[src/rtl/sample_rr_arbiter_pkg.sv]
`default_nettype none
// ============================================================================
// Module   : sample_rr_arbiter_pkg
// Brief    : Shared lane-count constants and output-stage state encoding.
// Revision : 1.0 - initial release
// ============================================================================
package sample_rr_arbiter_pkg;

    localparam int NUM_LANES = 4;
    localparam int SEL_W     = 2;

    typedef enum logic [0:0] {
        ST_EMPTY = 1'b0,
        ST_FULL  = 1'b1
    } out_state_t;

endpackage
`default_nettype wire

[src/rtl/rr_pick_4.sv]
`default_nettype none
// ============================================================================
// Module   : rr_pick_4
// Brief    : Combinational 4-way round-robin pick starting after lane i_last.
// Revision : 1.0 - initial release
// ============================================================================
module rr_pick_4
    import sample_rr_arbiter_pkg::*;
(
    input  logic [NUM_LANES-1:0] i_req_valid,
    input  logic [SEL_W-1:0]     i_last,
    output logic [SEL_W-1:0]     o_winner,
    output logic                 o_any
);

    logic [SEL_W-1:0]       w_start;
    logic [SEL_W-1:0]       w_off;
    logic [2*NUM_LANES-1:0] w_dbl;
    logic [NUM_LANES-1:0]   w_rot;

    assign w_start = i_last + SEL_W'(1);
    assign w_dbl   = {i_req_valid, i_req_valid};
    // w_rot[k] is the lane k positions past the start, so bit 0 has top priority
    assign w_rot   = w_dbl[w_start +: NUM_LANES];

    always_comb begin
        w_off = '0;
        for (int k = NUM_LANES - 1; k >= 0; k--) begin
            if (w_rot[k]) begin
                w_off = SEL_W'(k);
            end
        end
    end

    assign o_winner = w_start + w_off;
    assign o_any    = |i_req_valid;

endmodule
`default_nettype wire

[src/rtl/sample_rr_arbiter.sv]
`default_nettype none
// ============================================================================
// Module   : sample_rr_arbiter
// Brief    : Round-robin share of one sample path between four lanes, with a
//            one-entry registered output stage and delivered-sample counter.
// Revision : 1.0 - initial release
// ============================================================================
module sample_rr_arbiter
    import sample_rr_arbiter_pkg::*;
#(
    parameter int WIDTH = 64,
    parameter int CNT_W = 32
) (
    input  logic                       clk,
    input  logic                       rst,
    input  logic [NUM_LANES-1:0]       i_req_valid,
    input  logic [NUM_LANES*WIDTH-1:0] i_req_data,
    output logic [NUM_LANES-1:0]       o_req_ready,
    output logic                       o_out_valid,
    output logic [WIDTH-1:0]           o_out_data,
    input  logic                       i_out_ready,
    output logic [SEL_W-1:0]           o_grant_sel,
    output logic [CNT_W-1:0]           o_xfer_count
);

    out_state_t        r_state;
    logic [SEL_W-1:0]  r_last;
    logic [SEL_W-1:0]  r_grant_sel;
    logic [WIDTH-1:0]  r_out_data;
    logic [CNT_W-1:0]  r_xfer_count;

    logic [SEL_W-1:0]  w_winner;
    logic              w_any;
    logic              w_load;
    logic [WIDTH-1:0]  w_lane [NUM_LANES];
    logic [WIDTH-1:0]  w_sel_data;

    rr_pick_4 u_pick (
        .i_req_valid (i_req_valid),
        .i_last      (r_last),
        .o_winner    (w_winner),
        .o_any       (w_any)
    );

    for (genvar gi = 0; gi < NUM_LANES; gi++) begin : g_lane
        assign w_lane[gi] = i_req_data[gi*WIDTH +: WIDTH];
    end

    assign w_sel_data = w_lane[w_winner];

    // Reset is folded in so no lane sees a handshake during the reset cycle
    assign w_load = !rst && w_any && (r_state == ST_EMPTY || i_out_ready);

    assign o_req_ready  = w_load ? (NUM_LANES'(1) << w_winner) : '0;
    assign o_out_valid  = (r_state == ST_FULL);
    assign o_out_data   = r_out_data;
    assign o_grant_sel  = r_grant_sel;
    assign o_xfer_count = r_xfer_count;

    always_ff @(posedge clk) begin
        if (rst) begin
            r_state      <= ST_EMPTY;
            r_out_data   <= '0;
            r_grant_sel  <= '0;
            r_last       <= SEL_W'(NUM_LANES - 1);
            r_xfer_count <= '0;
        end else begin
            if (r_state == ST_FULL && i_out_ready) begin
                r_xfer_count <= r_xfer_count + CNT_W'(1);
            end

            if (w_load) begin
                r_out_data  <= w_sel_data;
                r_grant_sel <= w_winner;
                r_last      <= w_winner;
            end

            case (r_state)
                ST_EMPTY: begin
                    if (w_load) begin
                        r_state <= ST_FULL;
                    end
                end
                ST_FULL: begin
                    if (!w_load && i_out_ready) begin
                        r_state <= ST_EMPTY;
                    end
                end
                default: r_state <= ST_EMPTY;
            endcase
        end
    end

endmodule
`default_nettype wire

[config.mk]
export PLATFORM = sky130hd
export DESIGN_NAME = sample_rr_arbiter
export DESIGN_NICKNAME = d
export VERILOG_FILES = /design/src/rtl/sample_rr_arbiter_pkg.sv /design/src/rtl/rr_pick_4.sv /design/src/rtl/sample_rr_arbiter.sv
export SDC_FILE = /design/constraint.sdc
export NUM_CORES = 1
export LEC_CHECK = 0
export BUFFER_PORTS_ARGS = -buffer_cell sky130_fd_sc_hd__buf_2
export CORE_AREA = 4 4 141 143
export DETAILED_ROUTE_END_ITERATION = 6
export DIE_AREA = 0 0 145 147
export PLACE_DENSITY = 0.73
export SETUP_SLACK_MARGIN = 0.2
export SYNTH_ARGS = -nofsm -noshare
export SYNTH_HDL_FRONTEND = slang
export SYNTH_SLANG_ARGS = --single-unit
export TNS_END_PERCENT = 30
[constraint.sdc]
create_clock -name clk -period 6.2 [get_ports clk]
set_clock_uncertainty 0.2 [all_clocks]
set_input_delay 0 -clock clk [delete_from_list [all_inputs] [get_ports clk]]
set_output_delay 0 -clock clk [all_outputs]
set_load 0.005 [all_outputs]
==> metrics.cfg, run 1 <==
[floorplan]
pin_count=366
die_area_um2=21320
row_count=50
start_util_pct=32.45
die_y_um=147
die_w_um=145
coreArea_um2=18580

[pwr]
p_sw_mw=1.608
leakage_nw=4.728
power.internal_mw=2.614
swShare_pct=38.08
clkPwrFrac_pct=13.1
power_frac_comb_pct=65.8
ir_worst_vdd_mv=0.2333
power-per-cell-area_nw_per_um2=413.9
seqPwrFrac_pct=21.1

[placed_design]
dp_hpwl_um=15870
gp_congestion=0.8727
port_buffers=365

[critical_path]
crit_required_ps=6230
path_class=register to register
cpPeakStageDelay_ps=630
worst_path_most_repeated_cell=dlygate4sd3_1
critical_path.top_delay_family=buffers and inverters
cp.depth=10
crit_path_start=r_last[0]
r2r-end=o_out_data[57]
crit_chain=nor3_1 > a311oi_1 > o21ai_0 > ha_4 > buf_4 > mux2_2 > dlygate4sd3_1 > nand3_1 > a31oi_1 > dlygate4sd3_1
critPathArrivalTime_ps=4440
cp_slowest_cell=buf_4
timing.rr.start=r_last[0]
cp_max_fo=55
crit_buf_inv=3
endpoint_kind=register
startpoint_type=register
ff2ff_setup_slack_ps=1790
r2r_cells=10

[global_route]
grtUsageTotal_pct=21.76
grt_max_degree=57
antenna_found_initial=1
grt_pass1_wl_um=38340
grt_pass1_vias=7645
overflow=0

[yosys]
async_flop_share_pct=0
synth_edf_count=0
yosysWarnings=0
syn-cell-area_um2=6030
syn_inst=694
synth-main-ff-cell=dfxtp_1
seq_area_frac_synth_pct=33.53
ys_seq_elements=101
synth_nets=959
synth_cell_types=46
synth.avg_cell_area_um2=8.688

[clocking]
tritoncts=done
clock-sinks=101
clk_pin_slew_ps=80
cts_setup_buffers=0
hold_buffers=196
numCtsBuffers=9
worstSkewPairLatency_ps=350
cts_resized=0
ctsHtreeMaxLevel=3
cts.path.max_buffers=2
cts_root_buf=clkbuf_16

[route]
first_iter_violations=310
via_per_inst=5.074
drc=0
vias=7383
drtAntennaViolNets=0
wirelength_um=24420
drtPass1Iterations=5
wl_per_cell_um=16.79

[timing]
tightest_slew_ps=974.3
post-route-period-util_pct=71.10
timing.fmax_ghz=0.2268
timing.final.crit_period_ps=4408
relSlewSlack_pct=35.05
whs_ps=86.45
final_hold_viol_count=0
drv_slew=0
tns_ps=0
rsz0062_at_grt=false
setup_viol=0

[cells_and_area]
multiInputGateArea_um2=3720
drive_above_1_share_pct=42.46
regArea_um2=2022
nets=1480
syn_to_final_growth_pct=69.14
nFillCells=1579

[hold_path]
hold_end=o_xfer_count[9]
hold_path.class=input pin to register
worstHoldStart=rst
hold_depth=2

[flow_run]
cap_violations=0

[outcome]
status=finished clean

## kinds of logic (layout without fill, tap and decap cells)
group / count (synthesis) / in the layout / share of synthesized area, %
compound gates: 86 / 86 / 10.15
xor+xnor: 31 / 31 / 5.250
fa+ha+maj: 2 / 2 / 0.4150
buf+inv: 66 / 592 / 5.291
flops: 101 / 101 / 33.53
mux: 128 / 128 / 23.49
other cells: 0 / 1 / 0
simple gates: 280 / 280 / 21.87
## cell type report
class / instances / area share (%)
timing repair buffer: 570 / 37.81
multi-input combinational: 527 / 36.47
sequential: 101 / 19.83
tap: 234 / 2.871
clock buffer: 10 / 2.343
clock inverter: 6 / 0.4294
inverter: 6 / 0.2208
antenna: 1 / 0.02454
## sequential cells by signal, indices dropped and copies added (netlist names)
register      cells
o_out_data       64
o_xfer_count     32
o_grant_sel       2
r_last            2
o_out_valid       1
## worst register-to-register path, delay by kind of cell, from the launching register on
kind,cells,cell delay (ps)
buffers and inverters,3,1810
adders and majority gates,1,600
DFF,1,540
AOI/OAI and AO/OA,3,520
muxes,1,440
and+or+nand+nor,2,190
## placed cells by master (no fill, tap or decap), drive strengths merged, types with 5 or more instances in the layout
master / instances
or3: 6
nand3: 118
buf: 374
nor3: 5
inv: 9
and3: 7
nand2: 84
mux2: 108
xor2: 20
a21oi: 8
dfxtp: 101
mux2i: 20
a31oi: 55
o21ai: 5
xnor2: 11
clkbuf: 10
nor2: 42
dlygate4sd3: 196
nand4: 5
o221ai: 10
## layer usage
layer	vias to the layer above	track usage [%]	share of wire, %
li1	3559	-	-
met1	3402	23.98	38
met2	352	39.72	51
met3	70	4.719	7.1
met4	0	10.64	4.5
met5	-	0	0
## stage by stage
step,power [mW],setup slack [ps],utilization [%],cell area (um2),cells
final,4.221,1792,54.89,10200,1455
after CTS,4.167,1820,54.88,10200,1454
after global placement,2.958,2886,42.79,7951,1242
after floorplan,2.518,3427,-,6030,694
after detailed placement,2.987,2788,42.79,7951,1242
after global routing,4.491,1604,54.89,10200,1455
## power groups by stage
stage	Clock, mW	Sequential (mW)	Combinational [mW]
after global routing	0.593	0.907	2.99
after floorplan	0	0.905	1.61
after detailed placement	0	0.900	2.09
final	0.552	0.892	2.78
after CTS	0.565	0.887	2.71
after global placement	0	0.896	2.06
## synth_stat cells, types with 2 or more instances
master | number | share of area [%]
nand2b_1 | 2 | 0.21
or3_1 | 6 | 0.62
o221ai_1 | 7 | 1.0
nor2_1 | 40 | 2.5
o21ai_0 | 5 | 0.41
and3_1 | 7 | 0.73
mux2i_1 | 20 | 3.3
buf_1 | 3 | 0.19
and2_1 | 3 | 0.31
buf_2 | 9 | 0.75
o221ai_2 | 3 | 0.75
a21oi_1 | 8 | 0.66
mux2_2 | 108 | 20
dfxtp_1 | 101 | 34
clkbuf_1 | 39 | 2.4
or2_2 | 2 | 0.21
xnor2_1 | 9 | 1.3
buf_4 | 2 | 0.25
nor3_1 | 4 | 0.33
nor2_2 | 2 | 0.21
xor2_1 | 19 | 2.8
nand2_1 | 82 | 5.1
and4_1 | 4 | 0.58
ha_1 | 2 | 0.41
nand4_1 | 5 | 0.52
buf_6 | 7 | 1.3
a31oi_1 | 55 | 5.7
inv_1 | 5 | 0.31
nand3_1 | 118 | 9.8
## worst max-delay path by stage
stage	to	slack (ps)
2_1_floorplan	o_out_data[18]	3430
3_3_place_gp	o_out_data[13]	2890
3_5_place_dp	o_out_data[0]	2790
4_1_cts	o_out_data[26]	1820
5_1_grt	o_out_data[57]	1600
6_report	o_out_data[57]	1790
(Power assumes the default switching activity.)
==> run 2: changes to the inputs <==
--- a/config.mk
+++ b/config.mk
@@ -6,10 +6,10 @@
 export NUM_CORES = 1
 export LEC_CHECK = 0
 export BUFFER_PORTS_ARGS = -buffer_cell sky130_fd_sc_hd__buf_2
-export CORE_AREA = 4 4 141 143
+export CORE_AREA = 4 4 140 142
 export DETAILED_ROUTE_END_ITERATION = 6
-export DIE_AREA = 0 0 145 147
-export PLACE_DENSITY = 0.73
+export DIE_AREA = 0 0 144 146
+export PLACE_DENSITY = 0.76
 export SETUP_SLACK_MARGIN = 0.2
 export SYNTH_ARGS = -nofsm -noshare
 export SYNTH_HDL_FRONTEND = slang
==> constraint.sdc (replaced) <==
create_clock -name clk -period 4 [get_ports clk]
set_clock_uncertainty 0.2 [all_clocks]
set_input_delay 0 -clock clk [delete_from_list [all_inputs] [get_ports clk]]
set_output_delay 0 -clock clk [all_outputs]
set_load 0.005 [all_outputs]
==> metrics.cfg, run 2 (synthesis results as in run 1) <==
[outcome]
status=finished clean  ; unchanged

[hold_path]
hold_path.class=register to register  ; was input pin to register

[cells_and_area]
largest_reg_flops=64  ; unchanged
layout_commonest_cell=buf_2  ; unchanged
syn_to_final_growth_pct=80.00  ; was 69.14%
finalInstanceArea_um2=10850  ; was 10200 um2
drive_above_1_share_pct=41.22  ; was 42.46%
layout_common_cells=365 x buf_2, 245 x dlygate4sd3_1, 118 x nand3_1  ; was 365 x buf_2, 196 x dlygate4sd3_1, 118 x nand3_1
nets=1536  ; was 1480

[timing]
rsz0062_at_grt=false  ; unchanged
timing.fmax_ghz=0.2741
post-route-period-util_pct=91.20
tns_ps=0  ; unchanged
final_hold_viol_count=0  ; unchanged
drv_slew=0  ; unchanged
relSlewSlack_pct=33.51  ; was 35.05%
tightest_slew_ps=997.3  ; was 974.3 ps
setup_viol=0  ; unchanged
timing.final.crit_period_ps=3648

[critical_path]
cp_slowest_cell=dlygate4sd3_1  ; was buf_4
cpPeakStageDelay_ps=590  ; was 630 ps
critPathArrivalTime_ps=3750  ; was 4440 ps
crit_required_ps=4100  ; was 6230 ps
worst_path_most_repeated_cell=dlygate4sd3_1  ; unchanged
endpoint_kind=register  ; unchanged
cp_max_fo=38  ; was 55
crit_chain=dlygate4sd3_1 > buf_2 > inv_1 > o311a_1 > o21ai_0 > ha_4 > xor2_1 > xnor2_2 > buf_4 > xor2_4 > buf_6 > nand2_4 > o221ai_1 > dlygate4sd3_1  ; was nor3_1 > a311oi_1 > o21ai_0 > ha_4 > buf_4 > mux2_2 > dlygate4sd3_1 > nand3_1 > a31oi_1 > dlygate4sd3_1
startpoint_type=input pin  ; was register
path_class=input pin to register  ; was register to register

[pwr]
seqPwrFrac_pct=19.5  ; was 21.1%
clkPwrFrac_pct=14.2  ; was 13.1%
power_frac_comb_pct=66.3  ; was 65.8%
p_sw_mw=2.774  ; was 1.608 mW
leakage_nw=4.927  ; was 4.728 nW
power.internal_mw=4.364  ; was 2.614 mW
power-per-cell-area_nw_per_um2=657.6  ; was 413.9 nW/um2
ir_worst_vdd_mv=0.6852  ; was 0.2333 mV
swShare_pct=38.86  ; was 38.08%

[clocking]
clock-sinks=101  ; unchanged
cts.path.max_buffers=2  ; unchanged
numCtsBuffers=9  ; unchanged
ctsHtreeMaxLevel=3  ; unchanged
cts_root_buf=clkbuf_16  ; unchanged
worstSkewPairLatency_ps=350  ; about the same
tritoncts=done  ; unchanged
clk_pin_slew_ps=80  ; about the same

[floorplan]
start_util_pct=32.67  ; was 32.45%
pin_count=366  ; unchanged
die_area_um2=21020  ; was 21320 um2
die_y_um=146  ; was 147 um
die_w_um=144  ; was 145 um
row_count=50  ; unchanged
coreArea_um2=18460  ; was 18580 um2

[route]
drtPass1Iterations=6  ; was 5
wl_per_cell_um=18.95  ; was 16.79 um
vias=8096  ; was 7383
wirelength_um=28630  ; was 24420 um
drc=0  ; unchanged
first_iter_violations=443  ; was 310
drtAntennaViolNets=0  ; unchanged
via_per_inst=5.358  ; was 5.074

[global_route]
grtUsageTotal_pct=26.40  ; was 21.76%
grt_pass1_wl_um=44240  ; was 38340 um
overflow=0  ; unchanged
antenna_found_initial=1  ; unchanged
grt_max_degree=91  ; was 57
grt_pass1_vias=8520  ; was 7645

[placed_design]
gp_congestion=0.8966  ; was 0.8727
place_area_um2=7971  ; was 7951 um2
dp_hpwl_um=16130  ; was 15870 um
port_buffers=365  ; unchanged

[flow_run]
cap_violations=0  ; unchanged

## run 2: cell count changes in the layout (fill, tap and decap cells not counted), sizes merged
cell and delta:
buf +7, clkinv -2, bufinv +2, dlygate4sd3 +49, clkinvlp -1, inv +1
## run 2: per-stage QoR
stage	utilization [%]	setup slack, ps	power, mW	hold slack (ps)	cells
after floorplan	-	1227	3.902	3.899	694
after global placement	43.19	973.5	4.651	121.0	1243
after detailed placement	43.19	871.8	4.722	132.1	1243
after CTS	58.31	218.2	6.688	208.2	1504
after global routing	58.81	220.7	7.497	287.3	1511
final	58.81	351.9	7.137	259.3	1511
## run 2: power groups by stage
stage                     sequential [mW]  combinational (mW)  clock (mW)
after floorplan                      1.40                2.50           0
after global placement               1.39                3.26           0
after detailed placement             1.40                3.32           0
after CTS                            1.38                4.28        1.03
after global routing                 1.42                5.01        1.08
final                                1.39                4.73        1.02
## run 2: layout make-up
class                      count  area [um2]
fill                        1446        7602
timing repair buffer         626        4456
multi-input combinational    527        3720
sequential                   101        2023
tap                          234       292.8
clock buffer                  10       239.0
clock inverter                 6       97.59
inverter                       6       22.52
antenna                        1       2.502
## run 2: worst max-delay path, delay by kind of cell
family          cells  cell delay [ps]
simple gates        1              200
compound gates      3              900
fa+ha+maj           1              180
buf+inv             6             1910
xor+xnor            3              540
## run 2: path summary, 6_finish.rpt
check / end / cells past startpoint / startpoint / slack, ps
worst max-delay path: o_out_data[51] / 14 / i_req_valid[0] / 350
worst min-delay path: o_grant_sel[0] / 2 / o_grant_sel[0] / 260
worst max register to register: o_out_data[51] / 11 / r_last[0] / 430
worst min register to register: o_grant_sel[0] / 2 / o_grant_sel[0] / 260
## run 2: per-layer routing
metal,wire [um],GRT usage [%]
met3,2645,7.131
met1,10140,29.26
met2,13820,44.13
met4,2025,16.67
met5,0,0
## run 2: timing repair
item	4_1_cts	5_1_grt
hold buffers	245	0
setup buffers	0	6
endpoints found under the hold margin	69	0
setup endpoints to repair	0	36
resized for setup	0	5
==> run 3: changes to the inputs <==
--- a/config.mk
+++ b/config.mk
@@ -6,10 +6,10 @@
 export NUM_CORES = 1
 export LEC_CHECK = 0
 export BUFFER_PORTS_ARGS = -buffer_cell sky130_fd_sc_hd__buf_2
-export CORE_AREA = 4 4 140 142
+export CORE_AREA = 4 4 141 143
 export DETAILED_ROUTE_END_ITERATION = 6
-export DIE_AREA = 0 0 144 146
-export PLACE_DENSITY = 0.76
+export DIE_AREA = 0 0 145 147
+export PLACE_DENSITY = 0.73
 export SETUP_SLACK_MARGIN = 0.2
 export SYNTH_ARGS = -nofsm -noshare
 export SYNTH_HDL_FRONTEND = slang
==> constraint.sdc (replaced) <==
create_clock -name clk -period 4.2 [get_ports clk]
set_clock_uncertainty 0.2 [all_clocks]
set_input_delay 0 -clock clk [delete_from_list [all_inputs] [get_ports clk]]
set_output_delay 0 -clock clk [all_outputs]
set_load 0.005 [all_outputs]
==> metrics.cfg, run 3 (synthesis results as in run 1) <==
[clocking]
cts.path.max_buffers=2  ; unchanged
clk_pin_slew_ps=70  ; was 80 ps
worstSkewPairLatency_ps=340  ; was 350 ps
clock-sinks=101  ; unchanged
cts_root_buf=clkbuf_16  ; unchanged
tritoncts=done  ; unchanged
numCtsBuffers=9  ; unchanged
cts_setup_buffers=0  ; unchanged
ctsHtreeMaxLevel=3  ; unchanged

[global_route]
grt_pass1_wl_um=41920  ; was 44240 um
grt_max_degree=78  ; was 91
grt_pass1_vias=8329  ; was 8520
overflow=0  ; unchanged
antenna_found_initial=1  ; unchanged
grtUsageTotal_pct=24.04  ; was 26.40%

[timing]
tightest_slew_ps=967.2  ; was 997.3 ps
drv_slew=0  ; unchanged
tns_ps=0  ; unchanged
relSlewSlack_pct=35.52  ; was 33.51%
timing.final.crit_period_ps=3845
final_hold_viol_count=0  ; unchanged
post-route-period-util_pct=91.55
setup_viol=0  ; unchanged
rsz0062_at_grt=false  ; unchanged
timing.fmax_ghz=0.2601

[hold_path]
hold_depth=2  ; unchanged
hold_end=o_grant_sel[0]  ; unchanged
worstHoldStart=rst  ; was o_grant_sel[0]
hold_path.class=input pin to register  ; was register to register

[critical_path]
cpPeakStageDelay_ps=790  ; was 590 ps
path_class=input pin to register  ; unchanged
startpoint_type=input pin  ; unchanged
crit_required_ps=4280  ; was 4100 ps
r2r-end=o_out_data[42]  ; was o_out_data[51]
critPathArrivalTime_ps=3930  ; was 3750 ps
timing.rr.start=r_last[0]  ; unchanged
cp_max_fo=30  ; was 38
crit_chain=dlygate4sd3_1 > buf_2 > inv_1 > o311a_1 > o21ai_0 > ha_4 > xor2_1 > xnor2_2 > xnor2_4 > nand3_1 > a31oi_1 > dlygate4sd3_1  ; was dlygate4sd3_1 > buf_2 > inv_1 > o311a_1 > o21ai_0 > ha_4 > xor2_1 > xnor2_2 > buf_4 > xor2_4 > buf_6 > nand2_4 > o221ai_1 > dlygate4sd3_1
worst_path_most_repeated_cell=dlygate4sd3_1  ; unchanged
r2r_cells=10  ; was 11
ff2ff_setup_slack_ps=370  ; was 430 ps
endpoint_kind=register  ; unchanged
cp_slowest_cell=xnor2_4  ; was dlygate4sd3_1
crit_buf_inv=4  ; was 6
critical_path.top_delay_family=buffers and inverters  ; unchanged

[cells_and_area]
drive_above_1_share_pct=41.05  ; was 41.22%
layout_common_cells=365 x buf_2, 234 x dlygate4sd3_1, 118 x nand3_1  ; was 365 x buf_2, 245 x dlygate4sd3_1, 118 x nand3_1
layout_commonest_cell=buf_2  ; unchanged
utilization_pct=56.92  ; was 58.81%
nets=1518  ; was 1536
final_cells=1492  ; was 1511
largest_reg_flops=64  ; unchanged
syn_to_final_growth_pct=75.41  ; was 80.00%

[pwr]
power-per-cell-area_nw_per_um2=594.8  ; was 657.6 nW/um2
power.internal_mw=3.847  ; was 4.364 mW
p_total_mw=6.291  ; was 7.137 mW
seqPwrFrac_pct=21.0  ; was 19.5%
power_frac_comb_pct=66.7  ; was 66.3%
leakage_nw=4.808  ; was 4.927 nW
p_sw_mw=2.444  ; was 2.774 mW
ir_worst_vdd_mv=0.4901  ; was 0.6852 mV
swShare_pct=38.85  ; was 38.86%
clkPwrFrac_pct=12.4  ; was 14.2%

[floorplan]
row_count=50  ; unchanged
pin_count=366  ; unchanged
die_y_um=147  ; was 146 um
coreArea_um2=18580  ; was 18460 um2
die_w_um=145  ; was 144 um
die_area_um2=21320  ; was 21020 um2
start_util_pct=32.45  ; was 32.67%

[route]
via_per_inst=5.231  ; was 5.358
drtPass1Iterations=7  ; was 6
wirelength_um=26550  ; was 28630 um
drc=0  ; unchanged
first_iter_violations=309  ; was 443
vias=7804  ; was 8096
wl_per_cell_um=17.80  ; was 18.95 um
drtAntennaViolNets=0  ; unchanged

[placed_design]
dp.cells=1242  ; was 1243
gp_congestion=0.8292  ; was 0.8966
dp_hpwl_um=15790  ; was 16130 um
port_buffers=365  ; unchanged

[outcome]
status=finished clean  ; unchanged

[flow_run]
cap_violations=0  ; unchanged

-- run 3: changes by cell type in the layout (fill, tap and decap cells not counted), sizes merged --
cell / change
clkinv: +2
inv: -3
buf: -7
dlygate4sd3: -11
clkbuf: +1
clkinvlp: +1
bufinv: -2
-- run 3: power by group through the flow --
stage,combinational [mW],sequential [mW],clock (mW)
4_1_cts,4.04,1.31,0.802
6_report,4.19,1.32,0.778
2_1_floorplan,2.38,1.34,0
3_3_place_gp,3.10,1.32,0
5_1_grt,4.49,1.34,0.844
3_5_place_dp,3.14,1.33,0
-- run 3: layer usage --
layer | vias up | GRT usage [%] | routed length, um
met2 | 466 | 43.03 | 13210
met3 | 149 | 6.231 | 1938
met5 | - | 0 | 0
met4 | 0 | 16.44 | 1992
met1 | 3571 | 24.69 | 9407
li1 | 3618 | - | -
-- run 3: metrics by stage --
| step | cell area (um2) | worst slack (ps) | hold WS, ps |
|---|---|---|---|
| 6_report | 10580 | 355.1 | 102.1 |
| 5_1_grt | 10580 | 212.8 | 124.0 |
| 4_1_cts | 10570 | 339.1 | 72.01 |
| 3_5_place_dp | 7964 | 623.3 | 128.2 |
| 3_3_place_gp | 7964 | 801.7 | 110.2 |
| 2_1_floorplan | 6030 | 1427 | 3.899 |
-- run 3: worst reg2reg max path: stages, from the launching register on --
cell	delay (ps)
dfxtp_2	450
nor3_1	90
a311oi_1	270
o21ai_0	170
ha_4	320
buf_12	320
mux2_2	470
dlygate4sd3_1	570
nand3_1	110
a31oi_1	120
dlygate4sd3_1	620
-- run 3: cell type report --
class / instances / area [um2]
Antenna cell: 1 / 2.502
Clock buffer: 11 / 232.7
Inverter: 6 / 22.52
Sequential cell: 101 / 2023
Timing Repair Buffer: 608 / 4249
Multi-Input combinational cell: 527 / 3720
Tap cell: 234 / 292.8
Clock inverter: 4 / 33.78
Fill cell: 1517 / 8004
-- run 3: worst max path at each step --
stage	from	slack (ps)	cells after the start	endpoint
6_report	i_req_valid[0]	360	12	o_out_data[42]
5_1_grt	i_req_valid[0]	210	12	o_req_ready[1]
4_1_cts	r_last[0]	340	10	o_req_ready[1]
3_5_place_dp	r_last[0]	620	10	o_out_data[53]
3_3_place_gp	r_last[0]	800	9	o_out_data[54]
2_1_floorplan	r_last[0]	1430	11	o_out_data[18]
-- run 3: timing repair --
| action | CTS | global route |
|---|---|---|
| endpoints found under the hold margin | 68 | 0 |
| hold buffers | 234 | 0 |
| resized for setup | 0 | 1 |
| setup endpoints to repair | 0 | 16 |
